## src/rtl/iot_event_arbiter.sv

```systemverilog
// iot_event_arbiter
//   Collects connect/disconnect requests from N_DEV devices and serialises them, at most one per
//   cycle, into a change/on_off event stream. A per-device active mask filters redundant requests
//   (acknowledged but not forwarded). Arbitration is round-robin starting at ptr.
//
// Ports
//   clk         : clock, rising edge
//   rst         : synchronous active-high reset
//   dev_req     : per-device request, held until acknowledged
//   dev_on      : requested state per device (1 = connect), stable while dev_req is high
//   dev_ack     : one-hot single-cycle acknowledge (registered)
//   grant_id    : index of the last served device (registered)
//   change      : one-cycle pulse when the served request altered the device state
//   on_off      : event direction, valid with change, 0 otherwise
//   active_mask : current connected state of every device
module iot_event_arbiter #(
   parameter int unsigned N_DEV = 8,
   parameter int unsigned ID_W  = $clog2(N_DEV)
) (
   input  logic             clk,
   input  logic             rst,
   input  logic [N_DEV-1:0] dev_req,
   input  logic [N_DEV-1:0] dev_on,
   output logic [N_DEV-1:0] dev_ack,
   output logic [ID_W-1:0]  grant_id,
   output logic             change,
   output logic             on_off,
   output logic [N_DEV-1:0] active_mask
);

   logic [ID_W-1:0]  ptr_q, ptr_d;
   logic [N_DEV-1:0] ack_q, ack_d;
   logic [ID_W-1:0]  grant_q, grant_d;
   logic             change_q, change_d;
   logic             on_off_q, on_off_d;
   logic [N_DEV-1:0] mask_q, mask_d;

   logic [N_DEV-1:0] elig;
   logic             sel_valid;
   logic [ID_W-1:0]  sel_idx;
   int unsigned      idx;

   // A device acked last cycle still has its request up; keep it out of this round.
   assign elig = dev_req & ~ack_q;

   // Round-robin search: first eligible index at or above ptr, wrapping to 0.
   always_comb begin
      sel_valid = 1'b0;
      sel_idx   = '0;
      idx       = 0;
      for (int unsigned k = 0; k < N_DEV; k++) begin
         idx = 32'(ptr_q) + k;
         if (idx >= N_DEV) begin
            idx = idx - N_DEV;
         end
         if (!sel_valid && elig[idx]) begin
            sel_valid = 1'b1;
            sel_idx   = ID_W'(idx);
         end
      end
   end

   always_comb begin
      ack_d    = '0;
      grant_d  = grant_q;
      change_d = 1'b0;
      on_off_d = 1'b0;
      mask_d   = mask_q;
      ptr_d    = ptr_q;
      if (sel_valid) begin
         ack_d[sel_idx] = 1'b1;
         grant_d        = sel_idx;
         // Only a real state transition reaches the downstream counter.
         if (dev_on[sel_idx] != mask_q[sel_idx]) begin
            change_d        = 1'b1;
            on_off_d        = dev_on[sel_idx];
            mask_d[sel_idx] = dev_on[sel_idx];
         end
         ptr_d = (sel_idx == ID_W'(N_DEV - 1)) ? '0 : sel_idx + ID_W'(1);
      end
   end

   always_ff @(posedge clk) begin
      if (rst) begin
         ptr_q    <= '0;
         ack_q    <= '0;
         grant_q  <= '0;
         change_q <= 1'b0;
         on_off_q <= 1'b0;
         mask_q   <= '0;
      end else begin
         ptr_q    <= ptr_d;
         ack_q    <= ack_d;
         grant_q  <= grant_d;
         change_q <= change_d;
         on_off_q <= on_off_d;
         mask_q   <= mask_d;
      end
   end

   // ack_q doubles as the dev_ack output register.
   assign dev_ack     = ack_q;
   assign grant_id    = grant_q;
   assign change      = change_q;
   assign on_off      = on_off_q;
   assign active_mask = mask_q;

endmodule

```

## config.mk

```make
export PLATFORM = sky130hd
export DESIGN_NAME = iot_event_arbiter
export DESIGN_NICKNAME = d
export VERILOG_FILES = /design/src/rtl/iot_event_arbiter.sv
export SDC_FILE = /design/constraint.sdc
export NUM_CORES = 1
export LEC_CHECK = 0
export ABC_AREA = 1
export BUFFER_PORTS_ARGS = -buffer_cell sky130_fd_sc_hd__clkbuf_2
export CAP_MARGIN = 5
export CORE_ASPECT_RATIO = 2
export CORE_UTILIZATION = 60
export CTS_CLUSTER_SIZE = 16
export DETAILED_ROUTE_END_ITERATION = 16
export PLACE_DENSITY_LB_ADDON = 0.05
export RECOVER_POWER = 50
export SKIP_CTS_REPAIR_TIMING = 1
export SLEW_MARGIN = 20
export SYNTH_ARGS = -nofsm -noshare
export SYNTH_HDL_FRONTEND = slang
export SYNTH_SLANG_ARGS = --single-unit
```

## constraint.sdc

```tcl
create_clock -name clk -period 6.75 [get_ports clk]
set_input_delay 0.3375 -clock clk [delete_from_list [all_inputs] [get_ports clk]]
set_output_delay 0.3375 -clock clk [all_outputs]
set_load 0.05 [all_outputs]
```

Word level (Yosys, flattened, before mapping)
Index checks and enable logic that the tools add are counted.
{"block": "word_totals", "reg_bits": 24, "latchBits": 0, "mem_bits_rw": 0, "romBits": 0, "in_bits": 18, "out_inout_bits": 21, "elab_cells": 113, "memories": 0}
{"block": "op_classes", "addsub": 16, "mul": 0, "div_mod_pow": 0, "order_cmp": 18, "eq_ne": 2, "shifts": 0, "n_mux": 49, "n_bitwise": 4, "reduce_logical": 18}
{"op": "32-bit by 4-bit < comparator with 1-bit output, second input constant", "n": 8}
{"op": "32-bit 2-to-1 mux", "n": 8}
{"op": "4-bit by 4-bit subtractor with 5-bit output, second input constant", "n": 7}
{"op": "1-bit binary-select mux with 3-bit select", "n": 10}
{"op": "4-bit >= comparator, second input constant", "n": 7}
{"op": "3-bit 2-to-1 mux", "n": 9}
{"op": "1-bit 2-to-1 mux", "n": 20}
{"op": "3-bit by 3-bit adder with 4-bit output, second input constant", "n": 4}
{"op": "3-bit by 2-bit adder with 4-bit output, second input constant", "n": 2}
{"op": "8-bit bitwise AND", "n": 1}
{"op": "8-bit bitwise mux", "n": 1}
{"op": "1-bit logical AND", "n": 8}
{"op": "8-bit NOT", "n": 1}
{"op": "1-bit zero test", "n": 7}
{"op": "3-bit by 4-bit subtractor with 5-bit output, second input constant", "n": 1}
{"op": "3-bit by 1-bit adder with 4-bit output, second input constant", "n": 1}
{"op": "3-bit by 4-bit >= comparator with 1-bit output, second input constant", "n": 1}
{"op": "3-bit by 4-bit < comparator with 1-bit output, second input constant", "n": 1}
{"op": "3-bit by 1-bit adder with 3-bit output, second input constant", "n": 1}
{"op": "1-bit demux with 3-bit select", "n": 1}
{"op": "3-bit equality test, second input constant", "n": 1}
{"op": "3-bit by 1-bit >= comparator with 1-bit output, second input constant", "n": 1}
{"op": "3-bit OR reduction", "n": 1}
{"op": "1-bit NOT", "n": 2}
{"op": "3 further kinds", "n": 3}

Depth between registers and ports, before layout
{"block": "depth", "depth_word": 31, "depth_mapped": 25, "depth_no_buf": 24}

Worst setup path before layout
Ideal clock, no wire load.
{"block": "synth_path", "path_kind": "register to register", "from": "register ptr_q[1]", "to": "register ptr_q[2]", "setup_time_ps": 131, "arrival_time_ps": 2918, "required_ps": 6619, "slack_ps": 3701, "path_stages_with_launch": 20, "path_buffers": 1, "period_less_slack_ps": 3049, "path_cell_list": "dfxtp_1 buf_2 inv_2 ha_1 inv_2 nand3_1 nand2_1 nand2_1 nand2_1 inv_1 nor2_1 nor2_1 nor2_1 nand3_4 nand2_4 clkinv_1 ha_1 ha_1 o21ai_0 a21oi_1"}
{"block": "synth_via", "elab_chain_len": 28, "word_cells_on_any_way": 80, "classes_between": "add/sub: 16; order compare: 8; eq/ne: 1; mux: 41; reduce/logical: 14"}
{"element": "from (decl)", "line": "31", "source": "logic [ID_W-1:0] ptr_q, ptr_d;"}
{"element": "from (signal assigned)", "line": "92", "source": "ptr_q <= ptr_d;"}
{"element": "branches (longest 25 deep; another with 4-bit by 4-bit subtractor with 5-bit output)"}
{"element": "3-bit 2-to-1 mux *", "line": "56", "source": "if (!sel_valid && elig[idx]) begin"}
{"element": "via sel_idx[0]", "line": "40", "source": "logic [ID_W-1:0] sel_idx;"}
{"element": "3-bit by 1-bit adder with 3-bit output / 3-bit equality test (equally long branches)", "line": "79", "source": "ptr_d = (sel_idx == ID_W'(N_DEV - 1)) ? '0 : sel_idx + ID_W'(1);"}
{"element": "3-bit 2-to-1 mux *", "line": "79"}
Mark *: on every way through the listed nets, which the timed path passes. The select of a mux whose other input is x is not followed.
A chain may end at the register's enable or synchronous reset.

Worst setup path in the final report
{"block": "layout_path", "from": "register ptr_q[0]", "to": "register ptr_q[2]"}
Same word-level chain as after synthesis.

==> impl_metrics.json <==
{
  "status": "finished with violations",
  "violations": "DRC",
  "drv_cap": 0,
  "core_area_sq_um": 3341,
  "ctsHtreeMaxLevel": 1,
  "cts_tree": "done",
  "slew_violations": 0,
  "root_buffer": "clkbuf_8",
  "multi_input_area_sq_um": 1394,
  "avgRoutedWirePerCell_microns": 15.12,
  "worst_pin_slew_ns": 0.6578,
  "diodes": 0,
  "regArea_sq_um": 480.5,
  "synth_seq_cells": 24,
  "critPathSlowestCell": "dfxtp_1",
  "port_buffers": 38,
  "dp_hpwl_microns": 4846,
  "postRouteAntennaNets": 0,
  "antenna_found_initial": 0,
  "crit_path_start_kind": "flip-flop",
  "fp.dieH_microns": 85.48,
  "rows": 30,
  "rsz0062_at_grt": "false",
  "whs_ns": 0.3083,
  "fin_crit_ns": 4.224,
  "setup_viol": 0,
  "wl_microns": 5823,
  "path_delay_family": "simple AND/OR/NAND/NOR gates",
  "boundaryPins": 39,
  "syn_area_sq_um": 2091,
  "path_max_fanout": 19,
  "crit_path_end_kind": "flip-flop",
  "ys.warnings.count": 0,
  "fin_crit_sh_pct": 62.58,
  "drc_errors": 1,
  "skew_ns": 0.006705,
  "slowest_delay_ns": 0.58,
  "yosys.cell_types.count": 34,
  "synthCells": 318,
  "worstPathCellList": "inv_1 > ha_1 > inv_2 > nand3_1 > nand2_1 > nand2_1 > nand2_1 > inv_1 > nor2_1 > nor2_1 > nor2_1 > nand3_4 > nand2_4 > clkinv_1 > ha_1 > ha_1 > o21ai_0 > a21oi_1",
  "numCtsBuffers": 3,
  "reg2reg_slack_ns": 2.53,
  "vias": 2184,
  "grt_max_degree": 21,
  "cp.arrival_ns": 4.37,
  "area_delta_synth_final_pct": 11.07,
  "path_clk_slew_ns": 0.09,
  "dr.first_iter.drc_count": 59,
  "fmax_mhz": 236.7,
  "yosysTopAreaCell": "dfxtp_1",
  "die_area_sq_um": 3739,
  "fin_nets": 376,
  "maxSlewHeadroom_pct": 56.10,
  "synth_nets": 340,
  "hp-class": "in -> reg",
  "dr.pass1.iters": 11,
  "yosys-top-cells-area": "dfxtp_1, nand2_1, nand3_1",
  "fp.dieW_microns": 43.74,
  "critPathKind": "reg -> reg",
  "fillerInstances": 309,
  "ys_seq_area_share_pct": 22.98,
  "hold_viol_final": 0,
  "start_util_pct": 62.58,
  "syn_avg_cell_area_sq_um": 6.575,
  "clkLatencyLatePin_ns": 0.27,
  "worst-path-buf-inv": 4,
  "overflow": 0,
  "gp_congestion": 0.9291,
  "synth.top_cell.area_share_pct": 22.98,
  "cts.sinks": 24,
  "cts.path.max_buffers": 2,
  "grt_pass1_vias": 2165,
  "tns_ns": 0,
  "critPathRequiredTime_ns": 6.89,
  "drive_above_1_share_pct": 19.55,
  "grt_pass1_wl_microns": 9701,
  "routed_via_density": 5.673,
  "gr-usage-all-layers_pct": 34.49
}
==> cells in the mapped netlist, drive strengths merged <==
| cell | instances |
|---|---|
| xor2 | 2 |
| o211ai | 1 |
| clkbuf | 3 |
| o21ai | 7 |
| buf | 4 |
| o21bai | 2 |
| ha | 4 |
| a211oi | 1 |
| nand3b | 1 |
| nand4 | 10 |
| nand3 | 64 |
| a21oi | 16 |
| inv | 45 |
| xnor2 | 1 |
| nand2 | 90 |
| dfxtp | 24 |
| clkinv | 1 |
| nor3 | 8 |
| nor2 | 34 |
==> sequential cells by signal, indices dropped and copies added (netlist names) <==
register,count
change,1
grant_id,3
active_mask,8
ptr_q,3
dev_ack,8
on_off,1
==> through the flow <==
step / util, % / instance area [sq um] / setup slack [ns] / std cells
after floorplan: - / 2091 / 3.701 / 318
after global placement: 68.16 / 2277 / 2.705 / 381
after detailed placement: 68.16 / 2277 / 2.671 / 381
after CTS: 70.30 / 2349 / 2.652 / 385
after global routing: 69.51 / 2322 / 2.206 / 385
final: 69.51 / 2322 / 2.526 / 385
==> metal layers <==
layer / GRT usage, % / wire length [microns] / up-vias
li1: - / - / 1104
met1: 31.62 / 1870 / 976
met2: 67.57 / 3301 / 76
met3: 2.979 / 242 / 28
met4: 19.89 / 408 / 0
met5: 0 / 0 / -
==> cell type report <==
cell class              count  area share, %
multi-input cells         241          60.02
repair buffers             38          7.058
clock inverters             1          1.293
clock buffers               3          1.778
well taps                  32          1.724
inverters                  46          7.435
flip-flops and latches     24          20.69
==> worst paths after layout <==
kind,to,start,depth (start not counted)
max reg2reg,ptr_q[2]$_SDFFE_PP0N_,ptr_q[0]$_SDFFE_PP0N_,18
min reg2reg,active_mask[2]$_SDFFE_PP0P_,active_mask[2]$_SDFFE_PP0P_,2
max,ptr_q[2]$_SDFFE_PP0N_,ptr_q[0]$_SDFFE_PP0N_,18
min,grant_id[0]$_SDFFE_PP0N_,rst,2
==> logic make-up (layout without fill, tap and decap cells) <==
logic type	count (synthesis)	count (layout)	share of synthesized area, %
AND/OR/NAND/NOR	207	207	53.02
adder cells (fa/ha/maj)	4	4	2.394
flip-flops	24	24	22.98
XOR/XNOR	3	3	2.514
buffers and inverters	53	88	10.35
AO/OA/AOI/OAI	27	27	8.738
==> worst reg2reg max path: stages, from the launching register on <==
cell      delay (ns)
dfxtp_1         0.58
inv_1           0.29
ha_1            0.46
inv_2           0.16
nand3_1         0.11
nand2_1         0.10
nand2_1         0.05
nand2_1         0.17
inv_1           0.08
nor2_1          0.18
nor2_1          0.07
nor2_1          0.27
nand3_4         0.21
nand2_4         0.25
clkinv_1        0.31
ha_1            0.31
ha_1            0.27
o21ai_0         0.19
a21oi_1         0.07
==> layout by cell type (no fill, tap or decap), drive strengths merged, types with 2 or more instances in the layout <==
master,netlist,layout
dfxtp,24,24
o21bai,2,2
o21ai,7,7
xor2,2,2
ha,4,4
nand4,10,10
nor2,34,34
inv,45,45
nor3,8,8
a21oi,16,16
clkbuf,3,41
nand3,64,64
nand2,90,90
Power is not shown: default switching activity piles up to over one toggle a cycle in this logic, so the estimate is an artifact.
